`src/rtl/bp_update_scheduler.sv`:
```
// Round-robin merge of two branch-resolution requesters into the predictor's single
// training port, buffered through a small FIFO, with a saturating mispredict count.
module bp_update_scheduler #(
    parameter int LOCAL_WIDTH = 6,
    parameter int DEPTH       = 4,
    parameter int CNT_WIDTH   = 16
) (
    input  logic                   clk_in,
    input  logic                   rst_in,
    input  logic                   clear_in,
    input  logic                   hold_in,
    input  logic                   req0_valid,
    input  logic [LOCAL_WIDTH-1:0] req0_addr,
    input  logic                   req0_branch,
    input  logic                   req0_mispredict,
    output logic                   req0_ready,
    input  logic                   req1_valid,
    input  logic [LOCAL_WIDTH-1:0] req1_addr,
    input  logic                   req1_branch,
    input  logic                   req1_mispredict,
    output logic                   req1_ready,
    output logic                   upd_valid,
    output logic [LOCAL_WIDTH-1:0] upd_addr,
    output logic                   upd_branch,
    output logic                   empty,
    output logic                   full,
    output logic [CNT_WIDTH-1:0]   mispredict_cnt
);
    localparam int PW = $clog2(DEPTH);
    localparam logic [PW:0] FULL_CNT = (PW+1)'(DEPTH);
    localparam logic [CNT_WIDTH-1:0] CNT_MAX = '1;

    logic [LOCAL_WIDTH:0] mem [DEPTH];
    logic [PW:0]          count;
    logic [PW-1:0]        head, tail;
    logic                 rr_ptr;

    logic grant0, grant1, acc0, acc1, push, pop, push_misp;
    logic [LOCAL_WIDTH:0] push_data;

    assign empty = (count == '0);
    assign full  = (count == FULL_CNT);

    // rr_ptr names the requester that wins when both are valid
    assign grant0 = req0_valid & (~req1_valid | ~rr_ptr);
    assign grant1 = req1_valid & (~req0_valid |  rr_ptr);

    assign req0_ready = grant0 & ~full & ~clear_in & ~rst_in;
    assign req1_ready = grant1 & ~full & ~clear_in & ~rst_in;
    assign acc0 = req0_valid & req0_ready;
    assign acc1 = req1_valid & req1_ready;
    assign push = acc0 | acc1;

    assign push_data = acc1 ? {req1_addr, req1_branch} : {req0_addr, req0_branch};
    assign push_misp = acc1 ? req1_mispredict : (acc0 & req0_mispredict);

    assign upd_valid  = ~empty & ~hold_in & ~clear_in;
    assign pop        = upd_valid;
    assign upd_addr   = empty ? '0   : mem[head][LOCAL_WIDTH:1];
    assign upd_branch = empty ? 1'b0 : mem[head][0];

    always_ff @(posedge clk_in) begin
        if (push)
            mem[tail] <= push_data;
    end

    always_ff @(posedge clk_in) begin
        if (rst_in) begin
            count <= '0;
            head  <= '0;
            tail  <= '0;
        end else if (clear_in) begin
            count <= '0;
            head  <= '0;
            tail  <= '0;
        end else begin
            if (push) tail <= tail + 1'b1;
            if (pop)  head <= head + 1'b1;
            case ({push, pop})
                2'b10:   count <= count + 1'b1;
                2'b01:   count <= count - 1'b1;
                default: count <= count;
            endcase
        end
    end

    always_ff @(posedge clk_in) begin
        if (rst_in) begin
            rr_ptr <= 1'b0;
        end else if (acc0) begin
            rr_ptr <= 1'b1;
        end else if (acc1) begin
            rr_ptr <= 1'b0;
        end
    end

    always_ff @(posedge clk_in) begin
        if (rst_in) begin
            mispredict_cnt <= '0;
        end else if (push_misp && mispredict_cnt != CNT_MAX) begin
            mispredict_cnt <= mispredict_cnt + 1'b1;
        end
    end
endmodule
```
`config.mk`:
```
export PLATFORM = sky130hd
export DESIGN_NAME = bp_update_scheduler
export DESIGN_NICKNAME = d
export VERILOG_FILES = /design/src/rtl/bp_update_scheduler.sv
export SDC_FILE = /design/constraint.sdc
export NUM_CORES = 1
export LEC_CHECK = 0
export CAP_MARGIN = 20
export CORE_MARGIN = 1
export CORE_UTILIZATION = 45
export DETAILED_ROUTE_END_ITERATION = 12
export PLACE_DENSITY = 0.82
export SYNTH_ARGS = -nofsm -noshare
export SYNTH_HDL_FRONTEND = slang
export SYNTH_SLANG_ARGS = --single-unit
```
`constraint.sdc`:
```
create_clock -name clk_in -period 5.23 [get_ports clk_in]
set_clock_uncertainty 0.15 [all_clocks]
set_input_delay 0.523 -clock clk_in [delete_from_list [all_inputs] [get_ports clk_in]]
set_output_delay 0.523 -clock clk_in [all_outputs]
set_load 0.02 [all_outputs]
```
==> results of run 1 <==
==> synth_stat cells, types with 2 or more instances <==
cell      number
and2_1         7
o41ai_1        3
ha_1           6
edfxtp_1      28
nor2b_1        8
inv_1         11
nand2_1       10
or4_1          6
or3_1          6
o31ai_1        5
and3_1         2
o311ai_0       3
nor3_1         4
nand4_1        4
nor2_1        12
mux4_2         7
xnor2_1        2
clkbuf_1       2
nand3_1        7
buf_4          2
xor2_1         3
a21oi_1       13
dfxtp_1       26
mux2i_1        2
o21ai_0        6
mux2_2         8
==> cell usage in the layout, fill, tap and decap left out, types with 2 or more instances in the layout <==
cell and count:
nor3_1 4, mux2_2 8, o31ai_1 5, o21ai_0 6, dfxtp_1 26, nor2b_1 8, ha_1 6, edfxtp_1 28
o41ai_1 3, and3_1 2, nand2_1 10, nand3_1 7, nor2_1 12, mux4_2 7, or3_1 6, clkdlybuf4s50_1 49
xor2_1 3, a21oi_1 13, mux2i_1 2, nand4_1 4, o311ai_0 3, clkinv_4 2, or4_1 6, inv_1 11
clkbuf_8 5, and2_1 7, xnor2_1 2
==> flip-flops by register name, summed over array words and instances, names as in the netlist, named ones only <==
register and flops:
mispredict_cnt 16, mem 28, head 2, count 3
tail 2, rr_ptr 1
==> worst max-delay path by stage <==
stage                     startpoint                    end  cells after the start
5_1_grt                       rst_in             req1_ready                      7
3_3_place_gp                  rst_in             req1_ready                      7
6_report                      rst_in             req1_ready                      7
4_1_cts                       rst_in             req1_ready                      7
2_1_floorplan  count[0]$_SDFFE_PP0P_  count[2]$_SDFFE_PP0P_                      8
3_5_place_dp                  rst_in             req1_ready                      7
==> stage by stage <==
stage               util [%]  hold WS, ns  std cells
floorplan                  -        0.316        211
global placement        58.6        0.323        325
detailed placement      58.6        0.334        325
CTS                     60.4        0.356        333
global route            60.5        0.383        334
finish                  60.5        0.353        334
==> cell families after synthesis <==
group                    count (synthesis)
flip-flops                              54
multiplexers                            17
adder cells (fa/ha/maj)                  7
AND/OR/NAND/NOR                         78
XOR/XNOR                                 5
buffers and inverters                   17
AO/OA/AOI/OAI                           33
==> power by group through the flow <==
| stage | Clock, mW | Sequential (mW) | Combinational, mW |
|---|---|---|---|
| after floorplan | 0 | 0.462 | 0.0303 |
| after global placement | 0 | 0.462 | 0.0576 |
| after detailed placement | 0 | 0.462 | 0.0590 |
| after CTS | 0.249 | 0.453 | 0.0593 |
| after global routing | 0.268 | 0.453 | 0.0643 |
| final | 0.245 | 0.453 | 0.0593 |
==> cell type report <==
type                            count  area, sq um
Fill cell                         415         2070
Sequential cell                    54         1360
Multi-Input combinational cell    140         1080
Timing Repair Buffer               51          503
Tap cell                           70         87.6
Clock buffer                        5         68.8
Inverter                           11         41.3
Clock inverter                      3         28.8
==> worst max-delay path, cell delays in order <==
cell             delay, ns
clkdlybuf4s50_1       0.39
buf_4                 0.19
or2_1                 0.39
nor2_8                0.20
nand3_1               0.37
inv_1                 0.13
clkdlybuf4s50_1       0.61
==> layer usage <==
metal	GRT usage [%]	vias to the layer above	part of all wire, %
met5	0	-	0
met4	6.35	0	0.81
met3	3.33	4	4.6
met2	29.6	53	50
met1	21.7	874	44
li1	-	891	-
==> out/metrics.yaml, run 1 <==
outcome:
  outcome: "finished, final reports clean"
placed_design:
  pre_cts_ws_ns: 1.74
  gp_congestion: 0.787
  io_buffers: 49
  dp.final_hpwl_mm: 3.46
  postPlaceCellArea_sq_mm: 0.00307
detailed_routing:
  drt-vias-per-instance: 5.46
  drt-initial-drc-count: 97
  drc: 0
  postRouteAntennaNets: 0
  wl_per_cell_microns: 14.3
  via_count: 1822
  wl_mm: 4.79
  drt_first_pass_iters: 4
sta:
  setup_slack_ns: 1.76
  hold_viol: 0
  finalCriticalPeriod_ns: 3.47
  tightestPinTransition_ns: 0.585
  fmax_mhz: 288
  setup_violations: 0
  finalSetupTns_ns: 0
  maxSlewHeadroom_pct: 60.7
  rsz0062_at_grt: "no"
  maxSlewViolCount: 0
  period_share_pct: 66.4
critical_path:
  ff2ff_setup_slack_ns: 2.51
  r2r-end: "count[2]$_SDFFE_PP0P_"
  reg2regPathDepth: 9
  crit_fanout: 16
  cp-end-kind: "output port"
  required_ns: 4.56
  r2r-start: "count[0]$_SDFFE_PP0P_"
  worstPathArrival_ns: 2.80
  critical_path_class: "in -> out"
  setup.worst_path.start_class: "input pin"
floorplanning:
  top_level_ports: 50
  start_util_pct: 48.0
  core_area_sq_mm: 0.00524
  die_x_microns: 76.7
  dieArea_sq_mm: 0.00589
  die_h_microns: 76.7
  rows: 26
worst_hold_path:
  whs_path_depth: 2
  hold_path_class: "reg -> reg"
  whs_endpoint: "mispredict_cnt[14]$_SDFFE_PP0P_"
  hp-start: "mispredict_cnt[14]$_SDFFE_PP0P_"
pwr:
  powerDensity_mw_per_mm2: 239
  p_sw_uw: 176
  clkPwrFrac_pct: 32.4
  sw_frac_of_total_pct: 23.2
  pwr-share-comb_pct: 7.8
  leakagePower_nw: 1.02
  peakVddDrop_mv: 0.244
  power_uw: 757
  seqPwrFrac_pct: 59.8
  internal-power_uw: 581
synth:
  synth-simple-area-share_pct: 18.4
  ys_async_sr_fraction_pct: 0
  ys_warn_count: 0
  seq_area_frac_synth_pct: 54.2
  netlist_instances: 211
  postSynthAreaPerCell_sq_um: 11.9
  yosys.area.top_type: "edfxtp_1"
  synth_compound_area_share_pct: 8.36
  synthTopCellsByArea: "edfxtp_1 (33%), dfxtp_1 (21%), mux4_2 (6.3%), mux2_2 (3.6%), ha_1 (3.0%)"
  synth_mux_area_share_pct: 10.7
  netlist_area_sq_mm: 0.00251
  synthDistinctLibCells: 44
  synth_top_family_by_area: "simple AND/OR/NAND/NOR gates"
  synth_fa_ha_area_share_pct: 3.78
  synthFlopType: "edfxtp_1"
  syn_nets: 240
  ys_seq_elements: 54
  synthXorXnorAreaFrac_pct: 1.74
  synth_edf_count: 28
  synth_top_area_share_pct: 33.4
clocking:
  clk_pin_slew_worst_paths_ns: 0.11
  hold_buffers: 0
  clock_path_buffers: 2
  cts_buffers: 5
  cts_setup_buffers: 0
  cts_tree: "done"
  cts.sinks: 54
  insertion_delay_ns: 0.31
  clock-root-buffer: "clkbuf_8"
  post_cts_resized: 0
  cts.htree.levels: 2
global_routing:
  grt-ovfl-total: 0
  grt_pass1_wl_mm: 8.00
  grt_max_degree: 20
  antenna_found_initial: 0
  grt_use_total_pct: 17.3
  grt_pass1_vias: 1694
final_layout:
  design_area_sq_mm: 0.00317
  final_layout_size_suffix_gt1_share_pct: 12.5
  area_delta_synth_final_pct: 26.1
  nets: 292
  diodes: 0
run:
  maxCapViolCount: 0
No activity file was read; power rests on OpenSTA's default activity.
==> run 2: changes to the inputs <==
Settings changed: PLACE_DENSITY 0.82 to 0.85.
Clock period 5.23 ns to 3.1 ns, I/O delays scaled along.
==> run 2 against run 1 <==
Clock-buffer cell count rose by 2. Sequential power rose by 69%. Clock power rose by 86%. Via count rose by 0.38%. Critical path type is now reg -> out. Largest cell class unchanged. Largest power group unchanged.
==> out/metrics.yaml, run 2 (same netlist as run 1, synthesis figures left out) <==
outcome:
  outcome: "finished, final reports clean"  # unchanged
pwr:
  sw_frac_of_total_pct: 20.1  # was 23.2%
  peakVddDrop_mv: 0.245  # was 0.244 mV
  seqPwrFrac_pct: 57.7  # was 59.8%
  power_mw: 1.32  # was 757 uW
  internal-power_mw: 1.06  # was 581 uW
  clkPwrFrac_pct: 34.4  # was 32.4%
  powerDensity_mw_per_mm2: 413  # was 239 mW/mm^2
  leakagePower_nw: 1.03  # was 1.02 nW
  p_sw_uw: 267  # was 176 uW
  pwr-share-comb_pct: 7.9  # was 7.8%
detailed_routing:
  wl_met1_mm: 2.18  # was 2.11 mm
  wl_mm: 5.02  # was 4.79 mm
  drt-vias-per-instance: 5.43  # was 5.46
  postRouteAntennaNets: 0  # unchanged
  wl_met2_mm: 2.61  # was 2.41 mm
  wl_per_cell_microns: 14.9  # was 14.3 microns
  drc: 0  # unchanged
  wl_met3_microns: 202  # was 222 microns
  drt_first_pass_iters: 4  # unchanged
  top_layer: "met4"  # unchanged
  via_count: 1829  # was 1822
  drt-initial-drc-count: 161  # was 97
placed_design:
  dp.final_hpwl_mm: 3.68  # was 3.46 mm
  postPlaceCellArea_sq_mm: 0.00310  # was 0.00307 sq mm
  gp_congestion: 0.754  # was 0.787
  pre_cts_ws_ns: 0.220  # was 1.74 ns
  io_buffers: 49  # unchanged
sta:
  setup_slack_ns: 0.450  # was 1.76 ns
  maxSlewHeadroom_pct: 67.1  # was 60.7%
  maxSlewViolCount: 0  # unchanged
  finalSetupTns_ns: 0  # unchanged
  hold_viol: 0  # unchanged
  setup_violations: 0  # unchanged
  fmax_mhz: 377
  tightestPinTransition_ns: 0.491  # was 0.585 ns
  rsz0062_at_grt: "no"  # unchanged
  finalCriticalPeriod_ns: 2.65
  period_share_pct: 85.5
critical_path:
  setup.worst_path.start_class: "flop"  # was input pin
  required_ns: 2.64  # was 4.56 ns
  worstPathArrival_ns: 2.19  # was 2.80 ns
  cp-end-kind: "output port"  # unchanged
  crit_fanout: 7  # was 16
  critical_path_class: "reg -> out"  # was in -> out
global_routing:
  grt_max_degree: 16  # was 20
  grt_use_total_pct: 18.4  # was 17.3%
  grt-ovfl-total: 0  # unchanged
  grt_pass1_wl_mm: 8.47  # was 8.00 mm
  antenna_found_initial: 0  # unchanged
  grt_pass1_vias: 1782  # was 1694
worst_hold_path:
  hold_path_class: "reg -> reg"  # unchanged
clocking:
  cts.sinks: 54  # unchanged
  clk_pin_slew_worst_paths_ns: 0.08  # was 0.11 ns
  cts_setup_buffers: 0  # unchanged
  cts.htree.levels: 2  # unchanged
  post_cts_resized: 0  # unchanged
  insertion_delay_ns: 0.31  # about the same
  clock_path_buffers: 2  # unchanged
  hold_buffers: 0  # unchanged
  clock-root-buffer: "clkbuf_8"  # unchanged
  cts_tree: "done"  # unchanged
  cts_buffers: 5  # unchanged
floorplanning:
  die_x_microns: 76.7  # unchanged
  core_area_sq_mm: 0.00524  # unchanged
  die_h_microns: 76.7  # unchanged
  rows: 26  # unchanged
  top_level_ports: 50  # unchanged
  start_util_pct: 48.0  # unchanged
  dieArea_sq_mm: 0.00589  # unchanged
final_layout:
  area_delta_synth_final_pct: 27.5  # was 26.1%
  nets: 295  # was 292
  final_core_util_pct: 61.2  # was 60.5%
  largest_reg_flops: 28  # unchanged
  top_register: "mem"  # unchanged
  final_layout_size_suffix_gt1_share_pct: 12.7  # was 12.5%
  reg_top3: "mem x28, mispredict_cnt x16, count x3"  # unchanged
  diodes: 0  # unchanged
  design_area_sq_mm: 0.00320  # was 0.00317 sq mm
  final_common_cell: "clkdlybuf4s50_1"  # unchanged
  final_cell_mix: "clkdlybuf4s50_1 (49), edfxtp_1 (28), dfxtp_1 (26), a21oi_1 (13), nor2_1 (12)"  # unchanged
run:
  maxCapViolCount: 0  # unchanged
-- run 2: cell type report --
cell class | count | area, sq um
timing repair buffer | 54 | 528
multi-input combinational | 140 | 1080
tap | 70 | 87.6
clock inverter | 1 | 30.0
fill | 412 | 2030
clock buffer | 7 | 76.3
inverter | 11 | 41.3
sequential | 54 | 1360
-- run 2: through the flow --
stage / hold WS [ns] / std cells
detailed placement: 0.327 / 329
finish: 0.341 / 337
floorplan: 0.229 / 211
global placement: 0.328 / 329
global route: 0.375 / 337
CTS: 0.352 / 337
-- run 2: worst paths after layout --
path	start	to	slack (ns)	depth (start not counted)
worst max-delay path	flop	upd_addr[0]	0.45	3
worst min-delay path	mispredict_cnt[5]$_SDFFE_PP0P_	mispredict_cnt[5]$_SDFFE_PP0P_	0.34	1
worst max register to register	count[0]$_SDFFE_PP0P_	count[2]$_SDFFE_PP0P_	0.47	10
worst min register to register	mispredict_cnt[5]$_SDFFE_PP0P_	mispredict_cnt[5]$_SDFFE_PP0P_	0.34	1
-- run 2: routing by layer --
metal / vias up / GRT usage [%]
li1: 903 / -
met1: 878 / 22.0
met2: 44 / 32.1
met3: 4 / 5.00
met4: 0 / 5.58
met5: - / 0
-- run 2: power groups by stage --
stage / combinational, mW / clock (mW) / sequential (mW)
2_1_floorplan: 0.0511 / 0 / 0.780
3_3_place_gp: 0.101 / 0 / 0.780
3_5_place_dp: 0.104 / 0 / 0.780
4_1_cts: 0.105 / 0.466 / 0.764
5_1_grt: 0.112 / 0.492 / 0.765
6_report: 0.104 / 0.456 / 0.764
-- run 2: critical path, stage by stage, from the launching register on --
cell and delay, ns:
dfxtp_1 0.64, mux4_2 0.57, nor2b_1 0.15, clkdlybuf4s50_1 0.53
